`config.mk`:
```
export PLATFORM = sky130hd
export DESIGN_NAME = pc_branch_unit
export DESIGN_NICKNAME = d
export VERILOG_FILES = /design/src/rtl/pc_branch_unit.sv
export SDC_FILE = /design/constraint.sdc
export NUM_CORES = 1
export LEC_CHECK = 0
export CORE_MARGIN = 2
export CORE_UTILIZATION = 57
export CTS_BUF_LIST = sky130_fd_sc_hd__clkbuf_8
export DETAILED_ROUTE_END_ITERATION = 10
export PLACE_DENSITY = 0.85
export SLEW_MARGIN = 20
export SYNTH_ARGS = -nofsm -noshare
export SYNTH_HDL_FRONTEND = slang
export SYNTH_SLANG_ARGS = --single-unit
```
`constraint.sdc`:
```
create_clock -name clk -period 14.65 [get_ports clk]
set_clock_uncertainty 0.05 [all_clocks]
set_input_delay 2.93 -clock clk [delete_from_list [all_inputs] [get_ports clk]]
set_output_delay 2.93 -clock clk [all_outputs]
set_load 0.05 [all_outputs]
```
`src/rtl/pc_branch_unit.sv`:
```
// pc_branch_unit: program counter, branch resolution through a target LUT,
// IDLE/RUN/HALTED control and a saturating benchmark cycle counter.
module pc_branch_unit #(
  parameter int PC_WIDTH = 10,
  parameter int LUT_DEPTH = 16,
  parameter int START_ADDR = 0,
  localparam int IW = $clog2(LUT_DEPTH)
) (
  input  logic                clk,
  input  logic                reset,
  input  logic                start,
  input  logic                flag_we,
  input  logic                equal_in,
  input  logic                less_than_in,
  input  logic [1:0]          branch_op,
  input  logic [IW-1:0]       target_idx,
  input  logic                halt_req,
  input  logic                lut_we,
  input  logic [IW-1:0]       lut_waddr,
  input  logic [PC_WIDTH-1:0] lut_wdata,
  output logic [PC_WIDTH-1:0] pc_out,
  output logic                branch_taken,
  output logic                running,
  output logic                done,
  output logic [15:0]         cycle_count
);
  typedef enum logic [1:0] {IDLE, RUN, HALTED} state_t;
  localparam logic [PC_WIDTH-1:0] START = PC_WIDTH'(START_ADDR);
  state_t state;
  logic flag_eq, flag_lt;
  logic [PC_WIDTH-1:0] lut [LUT_DEPTH];
  // Branches resolve on the registered flags so a same-cycle flag_we never affects them.
  always_comb begin
    branch_taken = state == RUN && !halt_req && !start &&
                   ((branch_op == 2'b01 && flag_eq) || (branch_op == 2'b10 && flag_lt) || branch_op == 2'b11);
  end
  assign running = state == RUN;
  assign done = state == HALTED;
  always_ff @(posedge clk or posedge reset)
    if (reset) begin
      state <= IDLE;
      pc_out <= START;
      flag_eq <= 1'b0;
      flag_lt <= 1'b0;
      cycle_count <= '0;
      for (int i = 0; i < LUT_DEPTH; i++) lut[i] <= '0;
    end else begin
      if (flag_we) {flag_eq, flag_lt} <= {equal_in, less_than_in};
      if (lut_we) lut[lut_waddr] <= lut_wdata;
      if (start) begin
        state <= RUN;
        pc_out <= START;
        cycle_count <= '0;
      end else if (state == RUN) begin
        cycle_count <= (&cycle_count) ? cycle_count : cycle_count + 16'd1;
        if (halt_req) state <= HALTED;
        else pc_out <= branch_taken ? lut[target_idx] : pc_out + PC_WIDTH'(1);
      end
    end
endmodule

```
-- Word-level counts from Yosys, hierarchy flattened
Cells that the tools add are included.
- register bits after elaboration: 190
- input port bits: 28
- output and inout port bits: 29
- $add $sub $neg: 2
- magnitude comparators: 3
- eq/ne operators: 7
- multiplexer cells: 16
- bitwise gates (word level): 2
- reduce and logical (&&, ||, !) cells: 16
- operators by type and width (operator ; count):
    $bwmux 160 ; 1
    $mux 10 ; 7
    $mux 16 ; 3
    $bmux 10 s4 ; 1
    $demux 10 s4 ; 1
    $add 16x1->16 const B ; 1
    $reduce_and 16->1 ; 1
    $add 10x1->10 const B ; 1
    $ge 5x5->1 const B ; 2
    $not 4->5 ; 2
    $eq 2x2->1 const B ; 3
    $logic_and 1x1->1 ; 6
    $mux 2 ; 3
    $reduce_and 2->1 ; 3
    $lt 5x1->1 const B ; 1
    $eq 2x1->1 const B ; 2
    $ne 2x2->1 const B ; 2
    $reduce_bool 2->1 ; 2
    $logic_not 1->1 ; 2
    $logic_or 1x1->1 ; 2

-- Depth between registers and ports, before layout
Gate-level depths: netlist (run 1).
- word-level depth: 9
- gate-level depth with buffers: 8
- depth with buffers taken out: 6

-- Worst setup path before layout (run 1)
Ideal clock, no wire load.
- kind: input to output
- start: input start
- end: output branch_taken
- data arrival time: 3944 ps
- required time: 11670 ps
- setup slack: 7726 ps
- cell stages on the path: 2
- path buffers: 0
- path through: or3_1 > nor2_2
- word-level cells in the longest chain between the ends: 3
- ends and longest elaborated chain (what ; line ; source):
    start, declared ; 11 ; input logic start,
    $logic_not 1->1 ; 34 ; branch_taken = state == RUN && !halt_req && !start &&
    $logic_and 1x1->1 (2 in series) ; 34 ;
    end, declared ; 22 ; output logic branch_taken,
Every way passes these cells.

-- Final worst setup path (run 1)
Ends and elaborated chain as after synthesis.

==> metrics, run 1 <==
outcome finished, final reports clean; TritonCTS clock tree yes; syn nets roughly 700; final worst path period share 0.599; Post-CTS Setup Inserts 0; synth cell count leaders dfrtp_1 (190), mux2_2 (169), nor2_1 (26), mux2i_1 (22), nand2_1 (18); post-synthesis sequential area ratio 0.520; die area ~0.017 sq mm; fin nets 727; Worst Path Max Fanout 24; DR DRC count 0; CP Class primary input to output port; most area-hungry cell type in the Yosys netlist dfrtp_1; GRT Util Overall 0.254; H-tree levels 4; initial antenna violation count 0; # setup viols final 0; FMAX approximately 110 MHz; Cells after Synth 652; CP Launch Type primary input; layout cells sized above 1 0.351; Critical Path RT between 10 and 15 ns; Routed Antenna Nets 0; Slew HR 0.387; maximum vdd drop ~0.000088 V; placed inst area 0.00983 sq mm; CTS Hold Bufs 0; Antenna diodes 0; EDFF count, synth 0; Hold Fails Final Rpt 0; Max Transition Viols Final 0; clk buf depth 2; DP HPWL about 13,000 um; Routed WL around 20,000 um; cell repeated most along the worst path clkdlybuf4s50_1; Post-Route Utilization 0.647; worst-path cell chain clkdlybuf4s50_1 > or3_1 > nor2_2 > clkdlybuf4s50_1; top-count cell post-synth dfrtp_1; Post-CTS Resized 0; DR vias 5,840; MaxCap Viol Count 0; Die Wd ~130 um; Yosys Warn Count 0; actual slew at the worst max-slew pin slightly above 0.9 ns; Crit path largest cell delay ~0.90 ns; RSZ-0062 raised after global routing false; Worst path top cell family by delay buffers and inverters; asr flop ratio synth 1.00; RD Place Congestion approximately 0.82; clock-pin slew on the worst setup and hold paths 0.08 ns; Setup TNS 0 ns; Synth cell types 64; pin count of the biggest net entering global routing between 100 and 150; root buffer selected by CTS clkbuf_8; Die Y around 130 um; first-pass iteration count of the detailed router 5; syn avg cell area 14.0 sq um; CP max-delay cell clkdlybuf4s50_1; Overall Power around 1.3 mW; filler cell count about 1,100; total CTS buffers 17; min cycle time layout slightly below 9 ns; clock latency on the worst-skew pair ~0.5 ns; I/O Buffers 56; Critical Path AT between 5 and 6 ns; leakage between 4 and 5 nW; vias in the first global route a little over 6,000; Mapped Area about 0.009 sq mm; FF+latch count, synth 190; top cells by area, synth dfrtp_1 (52%), mux2_2 (21%), mux4_1 (4.3%); row count 46; Synth top area share 0.520; DRC violation total after the first TritonRoute iteration around 450; Avg WL per Cell between 20 and 25 um; global-route wire length before repair 32,400 um; core area between 0.015 and 0.02 sq mm; Power Density roughly 120 mW/mm^2; synth-to-layout area growth 11.5%; Initial Util 0.580; Buf/Inv on CP 2; I/O Pins 57; clock sink total 190; Final Instance Area ~0.01 sq mm; prevailing post-synth register cell dfrtp_1; element type at the critical path end output port; vias per inst around 6.3; total grt overflow 0; Hold Crit Class flop to flop
cell type report:
cell class                      count  area (sq um)  area share
Clock buffer                       18           248      0.0243
Timing Repair Buffer               62           601      0.0589
Clock inverter                     11           121      0.0119
Multi-Input combinational cell    415          4150       0.407
Sequential cell                   190          4750       0.466
Tap cell                          216           270      0.0265
Inverter                           11          50.0     0.00491
placed cells by master, fill, tap and decap left out, types with 5 or more instances in the layout:
cell	netlist	final
clkinvlp_4	0	5
nor3_1	5	5
nand2b_1	6	6
buf_4	3	6
mux2_2	169	169
mux2i_1	22	22
clkbuf_8	0	18
o311ai_1	5	5
nand2_1	18	18
nor2_2	10	10
nor2_1	26	26
nor2b_1	11	11
inv_1	9	8
clkdlybuf4s50_1	0	55
or3_1	6	6
mux4_2	15	15
nand3_1	15	15
mux4_1	15	15
o21ai_0	12	12
dfrtp_1	190	190
xnor2_1	11	11
worst paths after layout:
kind                       slack, ns           end  cells after the start      from
setup / recovery                5.88  branch_taken                      4     start
setup reg to reg               12.44     pc_out[6]                      4  state[1]
max in group asynchronous      10.12     pc_out[7]                      3     reset
hold reg to reg                 0.45      lut[137]                      1  lut[137]
min in group asynchronous       2.95       lut[88]                      2     reset
hold / removal                  0.45      lut[137]                      1  lut[137]
where the power goes:
| group | internal (mW) | switching [mW] | leakage (nW) |
|---|---|---|---|
| Sequential | 0.630 | 0.0567 | 2.37 |
| Clock | 0.152 | 0.183 | 0.174 |
| Combinational | 0.145 | 0.104 | 1.69 |
| Total | 0.927 | 0.343 | 4.24 |
through the flow:
step / setup WS (ns) / hold slack, ns / std cells
6_report: 5.88 / 0.454 / 923
5_1_grt: 5.75 / 0.469 / 923
4_1_cts: 5.91 / 0.455 / 923
3_5_place_dp: 5.92 / 0.435 / 894
3_3_place_gp: 6.01 / 0.429 / 894
2_1_floorplan: 6.50 / 0.420 / 652
sequential cells by signal (all words and copies together), names as in the netlist:
| signal | flops |
|---|---|
| state | 2 |
| lut | 160 |
| flag_eq | 1 |
| cycle_count | 16 |
| flag_lt | 1 |
| pc_out | 10 |
layer usage:
layer	up-vias	routed length [um]	GRT usage
li1	2524	-	-
met1	3038	8800	0.345
met4	0	475	0.0970
met3	49	1210	0.0558
met5	-	0	0
met2	229	9800	0.407
logic make-up after synthesis:
group,after synthesis,synth area share
DFF,190,0.520
adders and majority gates,2,0.00274
xor gates and xnor gates,11,0.0105
buffers and inverters,47,0.0263
muxes,222,0.314
AOI/OAI and AO/OA,58,0.0514
and+or+nand+nor,122,0.0755
Power figures use the tool's default switching activity.
==> run 2: changes to the inputs <==
- clock period: 14.65 -> 8.7 ns (I/O delays scaled with it)
==> run 2 against run 1 <==
Compared with the run above:
- wire length shrank 0.33%
- register-to-register slack lost 5.9 ns
- cell area is essentially flat
- combinational power up 69%
- largest cell class unchanged
- clock power is 63% higher
- sequential cell count is the same
- worst setup slack worse by 3.6 ns
- sequential share of layout area barely moved
==> metrics, run 2 (synthesized netlist as in run 1, its figures left out) <==
RSZ-0062 raised after global routing false (unchanged); element type at the critical path end output port (unchanged); pin count of the biggest net entering global routing 109 (was 120); hold path cells 1 (unchanged); global-route wire length before repair 32,500 um (was 32,400 um); Die Wd 131 um (unchanged); maximum vdd drop 0.000109 V (was 0.0000885 V); DRC violation total after the first TritonRoute iteration 557 (was 452); initial antenna violation count 1 (was 0); I/O Pins 57 (unchanged); Max Transition Viols Final 0 (unchanged); total CTS buffers 17 (unchanged); clock latency on the worst-skew pair 0.48 ns (was 0.49 ns); CP Class primary input to output port (unchanged); Hold Fails Final Rpt 0 (unchanged); clock sink total 190 (unchanged); HP Start lut[37] (was lut[137]); Critical Path AT 4.58 ns (was 5.79 ns); Internal 1.54 mW (was 0.927 mW); vias per inst 6.26 (was 6.33); GRT Util Overall 0.255 (was 0.254); Reg with most FFs lut (unchanged); placed inst area 0.00983 sq mm (unchanged); final worst path period share 0.732; Post-CTS Resized 0 (unchanged); Switching Share 0.276 (was 0.270); cell repeated most along the worst path clkdlybuf4s50_1 (unchanged); most common cell after layout, fill and taps aside dfrtp_1 (unchanged); FMAX between 150 and 200 MHz; sequential power share 0.544 (was 0.541); clock-pin slew on the worst setup and hold paths 0.09 ns (was 0.08 ns); core area 0.0158 sq mm (unchanged); Critical Path RT 6.91 ns (was 11.67 ns); worst-path cell chain clkdlybuf4s50_1 > or3_1 > nor2_2 > clkdlybuf4s50_1 (unchanged); Worst Path Max Fanout 24 (unchanged); TritonCTS clock tree yes (unchanged); worst r2r dst pc_out[6] (unchanged); Hold Crit Class flop to flop (unchanged); max reg flops 160 (unchanged); min cycle time layout ~6.4 ns; outcome finished, final reports clean (unchanged); Initial Util 0.580 (unchanged); die area 0.0171 sq mm (unchanged); Die Y 131 um (unchanged); DP HPWL 13,000 um (was 13,100 um); CTS Hold Bufs 0 (unchanged); Min-Delay Endpoint lut[37] (was lut[137]); commonest non-fill, non-tap cells in the layout dfrtp_1 (190), mux2_2 (169), clkdlybuf4s50_1 (55) (unchanged); vias in the first global route 5,991 (was 6,115); I/O Buffers 56 (unchanged); Crit path largest cell delay 0.90 ns (about the same); DR vias 5,804 (was 5,840); total grt overflow 0 (unchanged); DR DRC count 0 (unchanged); row count 46 (unchanged); RD Place Congestion 0.842 (was 0.822); Setup TNS 0 ns (unchanged); reg2reg start state[1] (unchanged); fin nets 727 (unchanged); Sw Pwr 0.585 mW (was 0.343 mW); Routed WL 20,200 um (was 20,300 um); worst hold margin 0.454 ns (about the same); clk buf depth 2 (unchanged); first-pass iteration count of the detailed router 5 (unchanged); leakage 4.23 nW (was 4.24 nW); cells on worst reg2reg path 4 (unchanged); Power Density 208 mW/mm^2 (was 125 mW/mm^2); top flop regs lut x160, cycle_count x16, pc_out x10 (unchanged); Final Instance Area 0.0102 sq mm (about the same); actual slew at the worst max-slew pin 0.968 ns (was 0.916 ns); CP max-delay cell clkdlybuf4s50_1 (unchanged); synth-to-layout area growth 11.5% (about the same); Post-CTS Setup Inserts 0 (unchanged); # setup viols final 0 (unchanged); MaxCap Viol Count 0 (unchanged); layout cells sized above 1 0.354 (was 0.351); Slew HR 0.355 (was 0.387); worst reg-to-reg setup slack 6.51 ns (was 12.44 ns); Clock Power Share 0.257 (was 0.264); root buffer selected by CTS clkbuf_8 (unchanged); Avg WL per Cell 21.8 um (was 22.0 um); Routed Antenna Nets 0 (unchanged); Logic pwr share 0.198 (was 0.196); H-tree levels 4 (unchanged); CP Launch Type primary input (unchanged)
==> run 2: cell types whose count changed in the layout (fill, tap and decap cells not counted), sizes merged <==
cell      change
clkinv        +3
bufinv        -1
clkinvlp      +1
diode         +1
==> run 2: worst max-delay path: cells and delay by family <==
kind / cells / cell delay [ns]
buf+inv: 2 / 1.78
simple gates: 2 / 1.05
==> run 2: worst max path at each step <==
stage          start        endpoint  slack (ns)  cells past startpoint
2_1_floorplan  reset  cycle_count[0]        1.74                      1
3_3_place_gp   start    branch_taken        2.45                      4
3_5_place_dp   start    branch_taken        2.37                      4
4_1_cts        start    branch_taken        2.36                      4
5_1_grt        start    branch_taken        2.20                      4
6_report       start    branch_taken        2.33                      4
==> run 2: stage by stage <==
step | power, mW | util | setup WS [ns] | instances
finish | 2.12 | 0.647 | 2.33 | 927
detailed placement | 1.59 | 0.623 | 2.37 | 894
CTS | 2.13 | 0.646 | 2.36 | 926
global route | 2.22 | 0.647 | 2.20 | 926
floorplan | 1.47 | - | 1.74 | 652
global placement | 1.55 | 0.623 | 2.45 | 894
==> run 2: final cells by class <==
class | count | area [sq um]
clock buffer | 18 | 248
inverter | 11 | 47.5
clock inverter | 14 | 121
timing repair buffer | 62 | 604
tap | 216 | 270
multi-input combinational | 415 | 4150
fill | 1139 | 5570
antenna | 1 | 2.50
sequential | 190 | 4750
==> run 2: power by group through the flow <==
stage	Sequential, mW	Combinational [mW]	Clock (mW)
after floorplan	1.15	0.316	0
after global placement	1.15	0.401	0
after detailed placement	1.17	0.421	0
after CTS	1.15	0.423	0.554
after global routing	1.17	0.455	0.592
final	1.15	0.421	0.546
==> run 2: metal layers <==
metal  global-route usage  up-vias  routed length [um]
met1                0.355     3046                8820
met2                0.407      194                9870
li1                     -     2533                   -
met5                    0        -                   0
met3               0.0509       31                1140
met4               0.0914        0                 381
